--- src/rtl/pb_intc_if.sv ---
// PicoBlaze port-mapped peripheral bus: CPU address/data/strobes and the
// OR-able registered read return.
interface pb_intc_if;
  logic [7:0] port_id;
  logic [7:0] data_in;
  logic       write_strobe;
  logic       read_strobe;
  logic [7:0] data_out;

  modport master (
    output port_id,
    output data_in,
    output write_strobe,
    output read_strobe,
    input  data_out
  );

  modport slave (
    input  port_id,
    input  data_in,
    input  write_strobe,
    input  read_strobe,
    output data_out
  );
endinterface

--- src/rtl/pb_intc.sv ---
// Programmable interrupt controller for the PicoBlaze port bus: synchronised
// edge/level sources, sticky pending bits, enable mask, priority vector, req/ack FSM.
module pb_intc #(
  parameter logic [7:0] BASE_ADDRESS = 8'h80
) (
  input  logic       clk,
  input  logic       reset,
  input  logic [7:0] irq_in,
  input  logic       interrupt_ack,
  output logic       interrupt,
  pb_intc_if.slave   bus
);

  localparam int unsigned NSRC = 8;
  localparam int unsigned IDXW = 3;
  localparam int unsigned OFFW = 4;

  localparam logic [OFFW-1:0] OFF_STATUS = 4'h0;
  localparam logic [OFFW-1:0] OFF_ENABLE = 4'h1;
  localparam logic [OFFW-1:0] OFF_EDGE   = 4'h2;
  localparam logic [OFFW-1:0] OFF_MASKED = 4'h3;
  localparam logic [OFFW-1:0] OFF_VECTOR = 4'h4;
  localparam logic [OFFW-1:0] OFF_SET    = 4'h5;

  typedef enum logic [1:0] {
    ST_IDLE    = 2'd0,
    ST_REQ     = 2'd1,
    ST_SERVICE = 2'd2
  } state_e;

  // Source synchroniser and history flops
  logic [NSRC-1:0] sync_meta_q;
  logic [NSRC-1:0] sync_q;
  logic [NSRC-1:0] sync_hist_q;

  // Programmable registers
  logic [NSRC-1:0] status_q,   status_d;
  logic [NSRC-1:0] enable_q,   enable_d;
  logic [NSRC-1:0] edge_sel_q, edge_sel_d;

  logic [7:0]      data_out_q, data_out_d;
  logic            interrupt_q, interrupt_d;
  state_e          state_q,    state_d;

  // Bus decode
  logic            addr_hit_c;
  logic [OFFW-1:0] offset_c;
  logic            wr_status_c;
  logic            wr_enable_c;
  logic            wr_edge_c;
  logic            wr_set_c;

  // Source and mask evaluation
  logic [NSRC-1:0] hw_set_c;
  logic [NSRC-1:0] sw_set_c;
  logic [NSRC-1:0] clr_c;
  logic [NSRC-1:0] masked_c;
  logic            any_masked_c;
  logic [IDXW-1:0] idx_c;
  logic [7:0]      vector_c;

  // Reads have no side effects, so the read qualifier is not needed.
  logic            unused_read_strobe_c;
  assign unused_read_strobe_c = bus.read_strobe;

  always_comb begin
    addr_hit_c  = (bus.port_id[7:4] == BASE_ADDRESS[7:4]);
    offset_c    = bus.port_id[OFFW-1:0];
    wr_status_c = bus.write_strobe && addr_hit_c && (offset_c == OFF_STATUS);
    wr_enable_c = bus.write_strobe && addr_hit_c && (offset_c == OFF_ENABLE);
    wr_edge_c   = bus.write_strobe && addr_hit_c && (offset_c == OFF_EDGE);
    wr_set_c    = bus.write_strobe && addr_hit_c && (offset_c == OFF_SET);
  end

  // Input synchroniser; all flops clear on reset
  always_ff @(posedge clk or negedge reset) begin
    if (!reset) begin
      sync_meta_q <= '0;
      sync_q      <= '0;
      sync_hist_q <= '0;
    end else begin
      sync_meta_q <= irq_in;
      sync_q      <= sync_meta_q;
      sync_hist_q <= sync_q;
    end
  end

  // Set sources always win over a same-cycle W1C, which also keeps a held level re-pending.
  always_comb begin
    hw_set_c   = (edge_sel_q & sync_q & ~sync_hist_q) | (~edge_sel_q & sync_q);
    sw_set_c   = wr_set_c    ? bus.data_in : '0;
    clr_c      = wr_status_c ? bus.data_in : '0;
    status_d   = (status_q & ~clr_c) | hw_set_c | sw_set_c;
    enable_d   = wr_enable_c ? bus.data_in : enable_q;
    edge_sel_d = wr_edge_c   ? bus.data_in : edge_sel_q;
  end

  // Lowest-numbered masked-pending source wins
  always_comb begin
    masked_c     = status_q & enable_q;
    any_masked_c = |masked_c;
    idx_c        = '0;
    for (int i = int'(NSRC) - 1; i >= 0; i--) begin
      if (masked_c[i]) begin
        idx_c = IDXW'(i);
      end
    end
    vector_c = any_masked_c ? {1'b1, 4'b0000, idx_c} : 8'h00;
  end

  // Read mux returns zero whenever the window is not addressed
  always_comb begin
    data_out_d = 8'h00;
    if (addr_hit_c) begin
      case (offset_c)
        OFF_STATUS: data_out_d = status_q;
        OFF_ENABLE: data_out_d = enable_q;
        OFF_EDGE:   data_out_d = edge_sel_q;
        OFF_MASKED: data_out_d = masked_c;
        OFF_VECTOR: data_out_d = vector_c;
        default:    data_out_d = 8'h00;
      endcase
    end
  end

  always_ff @(posedge clk or negedge reset) begin
    if (!reset) begin
      status_q   <= '0;
      enable_q   <= '0;
      edge_sel_q <= '1;
      data_out_q <= 8'h00;
    end else begin
      status_q   <= status_d;
      enable_q   <= enable_d;
      edge_sel_q <= edge_sel_d;
      data_out_q <= data_out_d;
    end
  end

  // Request FSM: state register
  always_ff @(posedge clk or negedge reset) begin
    if (!reset) begin
      state_q     <= ST_IDLE;
      interrupt_q <= 1'b0;
    end else begin
      state_q     <= state_d;
      interrupt_q <= interrupt_d;
    end
  end

  // Request FSM: next state; the STATUS write is the end-of-interrupt event
  always_comb begin
    state_d     = state_q;
    interrupt_d = 1'b0;
    case (state_q)
      ST_IDLE: begin
        if (any_masked_c) begin
          state_d = ST_REQ;
        end
      end
      ST_REQ: begin
        if (interrupt_ack) begin
          state_d = ST_SERVICE;
        end else if (!any_masked_c) begin
          state_d = ST_IDLE;
        end
      end
      ST_SERVICE: begin
        if (wr_status_c) begin
          state_d = ST_IDLE;
        end
      end
      default: state_d = ST_IDLE;
    endcase
    interrupt_d = (state_d == ST_REQ);
  end

  assign interrupt    = interrupt_q;
  assign bus.data_out = data_out_q;

endmodule

--- src/flat_wrapper.sv ---
// flat-port wrapper written by rule: the top's interface ports become plain ports
module pb_intc_flat 
#(
  parameter logic [7:0] BASE_ADDRESS = 8'h80
)
  (clk, reset, irq_in, interrupt_ack, interrupt, bus_port_id, bus_data_in, bus_write_strobe, bus_read_strobe, bus_data_out);
  pb_intc_if bus_i ();
  input  logic clk;
  input  logic reset;
  input  logic [7:0] irq_in;
  input  logic interrupt_ack;
  output logic interrupt;
  input wire logic [$bits(bus_i.port_id)-1:0] bus_port_id;
  input wire logic [$bits(bus_i.data_in)-1:0] bus_data_in;
  input wire logic [$bits(bus_i.write_strobe)-1:0] bus_write_strobe;
  input wire logic [$bits(bus_i.read_strobe)-1:0] bus_read_strobe;
  output wire logic [$bits(bus_i.data_out)-1:0] bus_data_out;
  assign bus_i.port_id = bus_port_id;
  assign bus_i.data_in = bus_data_in;
  assign bus_i.write_strobe = bus_write_strobe;
  assign bus_i.read_strobe = bus_read_strobe;
  assign bus_data_out = bus_i.data_out;
  pb_intc #(.BASE_ADDRESS(BASE_ADDRESS)) u_core (.clk(clk), .reset(reset), .irq_in(irq_in), .interrupt_ack(interrupt_ack), .interrupt(interrupt), .bus(bus_i));
endmodule
--- config.mk ---
export PLATFORM = sky130hd
export DESIGN_NAME = pb_intc_flat
export DESIGN_NICKNAME = d
export VERILOG_FILES = /design/src/rtl/pb_intc_if.sv /design/src/rtl/pb_intc.sv /design/src/flat_wrapper.sv
export SDC_FILE = /design/constraint.sdc
export NUM_CORES = 1
export LEC_CHECK = 0
export ABC_AREA = 1
export BUFFER_PORTS_ARGS = -buffer_cell sky130_fd_sc_hd__buf_2
export CORE_MARGIN = 8
export CORE_UTILIZATION = 50
export DETAILED_ROUTE_END_ITERATION = 7
export PLACE_DENSITY = 0.81
export SYNTH_ARGS = -nofsm -noshare
export SYNTH_HDL_FRONTEND = slang
export SYNTH_SLANG_ARGS = --single-unit
--- constraint.sdc ---
create_clock -name clk -period 1.4 [get_ports clk]
set_clock_uncertainty 0.05 [all_clocks]
set_input_delay 0.07 -clock clk [delete_from_list [all_inputs] [get_ports clk]]
set_output_delay 0.07 -clock clk [all_outputs]
set_load 0.02 [all_outputs]
==> metrics.cfg, run 1 <==
[min_path]
hold_class = input port to flip-flop
worstHoldStart = bus_port_id[6]

[logic_synthesis]
synth_top_family_by_area = simple AND/OR/NAND/NOR gates
synth_xor_area_frac = 0
synthMuxAreaShare = 0
synth-edff-count = 0
synth_top_area_frac = 0.515
synthArstFlopShare = 1.00
syn_avg_cell_area_um2 = 9.80
synth_top_flop_cell = dfrtp_1
yosys_warnings = 0
synth_compound_area_frac = 0.106
synth-simple-area-share = 0.233
ys_seq_area_frac = 0.599
synthAdderAreaFrac = 0
syn_inst = 253
yosysTopAreaCell = dfrtp_1
syn_nets = 282
synth-seq-cells = 59
synthTopCellsByArea = dfrtp_1, nand2_1, dfstp_2
syn_area_mm2 = 0.00248
ys_types = 29

[power_and_ir_drop]
max-vdd-ir-drop_uv = 809
seqPwrFrac = 0.528
cellInternalPower_w = 0.00269
clockPowerShare = 0.359
switchingPower_w = 0.000903
pwr_density_cell_mw_per_mm2 = 1150
sw_frac_of_total = 0.251
combPwrFrac = 0.114
p_leak_nw = 1.57

[layout]
fin_nets = 350
nFillCells = 405
multiInputGateArea_um2 = 843
antenna_cells = 0
area_delta_synth_final_pct = 25.8
drive_gt1_frac = 0.255
layout_commonest_cell = nand2_1
final_cell_mix = nand2_1, dfrtp_1, buf_2, inv_1, dlygate4sd3_1
final_util = 0.656
seqCellArea_mm2 = 0.00149

[route]
drcViolationCount = 0
vias = 1930
post_drt_wl_per_cell_um = 13.2
routed_wl_um = 5200
drtAntennaViolNets = 0
drt_iter0_drc = 142
drt-vias-per-instance = 4.91
firstDrtPassIters = 4

[critical_path]
crit_type = flip-flop to flip-flop
cp_data_arrival_time_ps = 1470
worstReg2RegStart = u_core.status_q[6]$_DFF_PN0_
startpoint = u_core.status_q[6]$_DFF_PN0_
crit_path_max_fanout = 4
worst_setup_path_end_kind = flip-flop
startpoint_type = flip-flop
cp.required_ps = 1580

[grt]
grt_pass1_wl_um = 8830
overflow = 0
antenna_found_initial = 0
grtUsageTotal = 0.153
grt_pass1_vias = 2018
grt_max_degree = 60

[place]
dp_hpwl_um = 3530
place.gp.congestion = 0.900
port_buffers = 36

[die]
die_w_um = 86.4
core_area_mm2 = 0.00475
start_util = 0.522
die_y_um = 86.4
ios = 38
die_area_mm2 = 0.00747
row_count = 25

[clock_tree]
cts.sinks = 59
clock_latency_ps = 330
cts_root_buffer = clkbuf_8
cts_buffer_depth = 2
numCtsBuffers = 9
clk_pin_slew_ps = 70
htreeDepth = 3
cts_tree = built

[timing]
hold_viol_final = 0
fmax_ghz = 0.777
hold_ws_ps = 10.5
fin_crit_sh = 0.920
grt_setup_unrepaired = false
layout_min_cycle_time_ps = 1290
slew_violations = 0
setup_viol = 0
worst_pin_slew_ps = 343
maxSlewHeadroom = 0.770
final.setup.tns_ps = 0

[outcome]
status = complete, no violations

[flow_run]
drv_cap = 0

through the flow:
step / setup slack (ps) / total power (W) / cell area (µm²) / cells
5_1_grt: 23.1 / 0.00377 / 3120 / 393
2_1_floorplan: 261 / 0.00213 / 2480 / 253
4_1_cts: 91.0 / 0.00363 / 3120 / 393
3_5_place_dp: 110 / 0.00229 / 2760 / 358
3_3_place_gp: 140 / 0.00227 / 2760 / 358
6_report: 112 / 0.00360 / 3120 / 393
cells by family (layout without fill, tap and decap cells):
kind of cell | after synthesis | in the layout
AOI/OAI and AO/OA | 45 | 45
DFF | 59 | 59
buffers and inverters | 34 | 107
and+or+nand+nor | 115 | 115
registers in the layout (all words and copies together) (netlist names):
| name | count |
|---|---|
| u_core.state_q | 2 |
| u_core.edge_sel_q | 8 |
| u_core.enable_q | 8 |
| u_core.bus.data_out | 8 |
| u_core.sync_q | 8 |
| u_core.interrupt | 1 |
| u_core.status_q | 8 |
| u_core.sync_meta_q | 8 |
| u_core.sync_hist_q | 8 |
worst max-delay path, stage by stage (launching register included):
cell and delay (ps):
dfrtp_1 390, nand2_1 130, nand2_1 100, nor2_2 160, nand2_1 70, nand2_1 80, nand4_1 100, nand2_1 70
inv_1 30
power groups by stage:
stage | logic [W] | registers (W) | clock network (W)
after global placement | 0.000355 | 0.00192 | 0
after floorplan | 0.000197 | 0.00193 | 0
after detailed placement | 0.000366 | 0.00193 | 0
after global routing | 0.000463 | 0.00191 | 0.00140
after CTS | 0.000409 | 0.00190 | 0.00133
final | 0.000409 | 0.00190 | 0.00129
cell type report:
cell class	count	area share
Clock buffer	13	0.0477
Inverter	31	0.0393
Multi-Input combinational cell	160	0.270
Sequential cell	59	0.476
Timing Repair Buffer	60	0.135
Tap cell	67	0.0269
Clock inverter	3	0.00481
worst paths after layout:
kind,endpoint,slack [ps],cells past startpoint
max in group asynchronous,u_core.edge_sel_q[6]$_DFFE_PN1P_,770,3
setup / recovery,u_core.bus.data_out[7]$_DFF_PN0_,110,8
hold reg to reg,u_core.sync_q[2]$_DFF_PN0_,300,0
setup reg to reg,u_core.bus.data_out[7]$_DFF_PN0_,110,8
hold / removal,u_core.bus.data_out[0]$_DFF_PN0_,10,4
min in group asynchronous,u_core.sync_q[5]$_DFF_PN0_,220,3
metal layers:
layer	vias up	routed length, µm	track usage	share of wire
met2	59	2600	0.256	0.50
met4	0	53	0.0720	0.010
met1	910	2160	0.168	0.42
met5	-	0	0	0
li1	956	-	-	-
met3	5	387	0.0567	0.074
cell usage after synthesis, types with 2 or more instances:
master / count
dfstp_2: 8
o21ai_1: 7
nand2_2: 2
nand2_1: 69
a21oi_1: 16
inv_1: 27
buf_6: 2
nor2_2: 2
o22ai_1: 4
dfrtp_1: 51
nor2_8: 2
nand3_4: 3
o21ai_0: 8
o21ai_2: 4
a21boi_0: 2
o2111ai_1: 3
inv_2: 2
nor2_1: 19
nand3_1: 10
nand4_1: 3
repair_timing:
item | CTS | global route
endpoints found under the setup margin | 0 | 2
setup buffers | 0 | 0
gates resized for setup | 0 | 1
hold endpoints to repair | 95 | 0
hold buffers | 19 | 0
(Power assumes the default switching activity.)
==> run 2: changes to the inputs <==
ABC_AREA = 0   (was 1)
CORE_UTILIZATION = 45   (was 50)
PLACE_DENSITY = 0.75   (was 0.81)
==> metrics.cfg, run 2 <==
[outcome]
status = complete, but fails checks
violations = negative setup slack

[clock_tree]
numCtsBuffers = 9
postCtsSetupBuffers = 0
clock_latency_ps = 330
cts.sinks = 59
cts_tree = built
htreeDepth = 3
cts_buffer_depth = 2
clk_pin_slew_ps = 60
cts_root_buffer = clkbuf_8

[power_and_ir_drop]
pwr_density_cell_mw_per_mm2 = 1130
p_leak_nw = 1.49
max-vdd-ir-drop_uv = 625

[die]
core_area_mm2 = 0.00507
die_w_um = 88.5
die_area_mm2 = 0.00782
ios = 38
start_util = 0.465
die_y_um = 88.5
row_count = 26

[timing]
setup_viol = 1
grt_setup_unrepaired = true
layout_min_cycle_time_ps = 1400
maxSlewHeadroom = 0.759
hold_ws_ps = 97.1
final.setup.tns_ps = -2.59
setup_ws_ps = -2.59
hold_viol_final = 0
slew_violations = 0
worst_pin_slew_ps = 360
fin_crit_sh = 1.00
fmax_ghz = 0.713

[route]
vias = 1749
post_drt_wl_per_cell_um = 15.1
drtAntennaViolNets = 0
firstDrtPassIters = 4
routed_wl_um = 5120
drcViolationCount = 0
drt-vias-per-instance = 5.14
drt_iter0_drc = 102

[logic_synthesis]
synthTopCellsByArea = dfrtp_1, dfstp_2, mux2_2
syn_area_mm2 = 0.00236
synthTopCellsByCount = dfrtp_1, mux2_2, nand2_1
synth_top_area_frac = 0.540
yosys_warnings = 0
synth-edff-count = 0
synth-seq-cells = 59
yosysTopAreaCell = dfrtp_1
ys_seq_area_frac = 0.629
syn_nets = 200
yosysMostFrequentCell = dfrtp_1
synthArstFlopShare = 1.00
synth_top_flop_cell = dfrtp_1
ys_types = 36
syn_avg_cell_area_um2 = 13.8
syn_inst = 171

[grt]
grt_pass1_vias = 1767
grt_max_degree = 60
antenna_found_initial = 0
grtUsageTotal = 0.144
grt_pass1_wl_um = 8430
overflow = 0

[flow_run]
drv_cap = 0

[critical_path]
startpoint_type = flip-flop
reg2reg_slack_ps = -3
cp_data_arrival_time_ps = 1610
crit_path_max_fanout = 2
crit_type = flip-flop to flip-flop
cp.required_ps = 1610
worst_setup_path_end_kind = flip-flop

[place]
dp_hpwl_um = 3570
port_buffers = 36
dp_worst_setup_slack_ps = -233
place.gp.congestion = 0.879

[layout]
antenna_cells = 0
fin_nets = 294
seqCellArea_mm2 = 0.00149
nFillCells = 406
multiInputGateArea_um2 = 883
final_cell_mix = dfrtp_1, buf_2, buf_4, dlygate4sd3_1
drive_gt1_frac = 0.433
area_delta_synth_final_pct = 37.9
final_util = 0.642
layout_commonest_cell = dfrtp_1

[min_path]
hold_class = input port to flip-flop

==> run 2: cell types whose count changed after synthesis, sizes merged, moves of 4 or more <==
cell / delta
mux2i: +8
nand2: -55
a211oi: +6
inv: -29
o21ai: -18
a21boi: +6
a221o: +8
o221ai: +4
a21oi: -9
nor2: -19
mux2: +16
nand3: -9
==> run 2: layout make-up <==
class | instances | share of cell area
clock buffers | 13 | 0.0426
clock inverters | 3 | 0.0123
inverters | 2 | 0.00231
multi-input cells | 107 | 0.271
flip-flops and latches | 59 | 0.456
well taps | 70 | 0.0269
repair buffers | 86 | 0.188
==> run 2: report_power, final <==
part	internal, W	switching (W)	total (W)
combinational	0.000200	0.000195	0.000395
clock	0.000819	0.000614	0.00143
sequential	0.00180	0.0000510	0.00186
total	0.00282	0.000860	0.00368
==> run 2: repair_timing <==
action / CTS / global route
hold buffers: 18 / 0
hold endpoints to repair: 94 / 0
endpoints found under the setup margin: 2 / 5
gates cloned: 0 / 0
pin swaps: 1 / 2
gates resized for setup: 5 / 1
==> run 2: kinds of logic (layout without fill, tap and decap cells) <==
logic type,after synthesis,count (layout),share of synthesized area
flip-flops,59,59,0.629
multiplexers,24,24,0.110
AND/OR/NAND/NOR,36,36,0.0980
buffers and inverters,5,104,0.0101
AO/OA/AOI/OAI,47,47,0.153
==> run 2: path summary, 6_finish.rpt <==
check | start | to | depth (start not counted)
hold / removal | bus_port_id[1] | u_core.bus.data_out[4]$_DFF_PN0_ | 3
hold reg to reg | u_core.sync_meta_q[2]$_DFF_PN0_ | u_core.sync_q[2]$_DFF_PN0_ | 0
setup / recovery | u_core.status_q[0]$_DFF_PN0_ | u_core.bus.data_out[0]$_DFF_PN0_ | 4
min in group asynchronous | reset | u_core.sync_hist_q[7]$_DFF_PN0_ | 3
max in group asynchronous | reset | u_core.edge_sel_q[1]$_DFFE_PN1P_ | 3
setup reg to reg | u_core.status_q[0]$_DFF_PN0_ | u_core.bus.data_out[0]$_DFF_PN0_ | 4
==> run 2: through the flow <==
stage | std cells | area [µm²] | power (W)
after floorplan | 171 | 2360 | 0.00203
after global routing | 340 | 3260 | 0.00384
after CTS | 340 | 3250 | 0.00372
after global placement | 306 | 2870 | 0.00221
final | 340 | 3260 | 0.00368
after detailed placement | 306 | 2870 | 0.00222
==> run 2: routing by layer <==
layer  wire length (µm)  global-route usage
met1               2310               0.181
met2               2360               0.218
met5                  0                   0
met4                 89              0.0876
met3                354              0.0362
==> run 2: critical path: stages (launching register included) <==
cell,delay [ps]
dfrtp_1,380
nand2_1,90
or3b_1,400
a311oi_2,240
o21ba_1,170
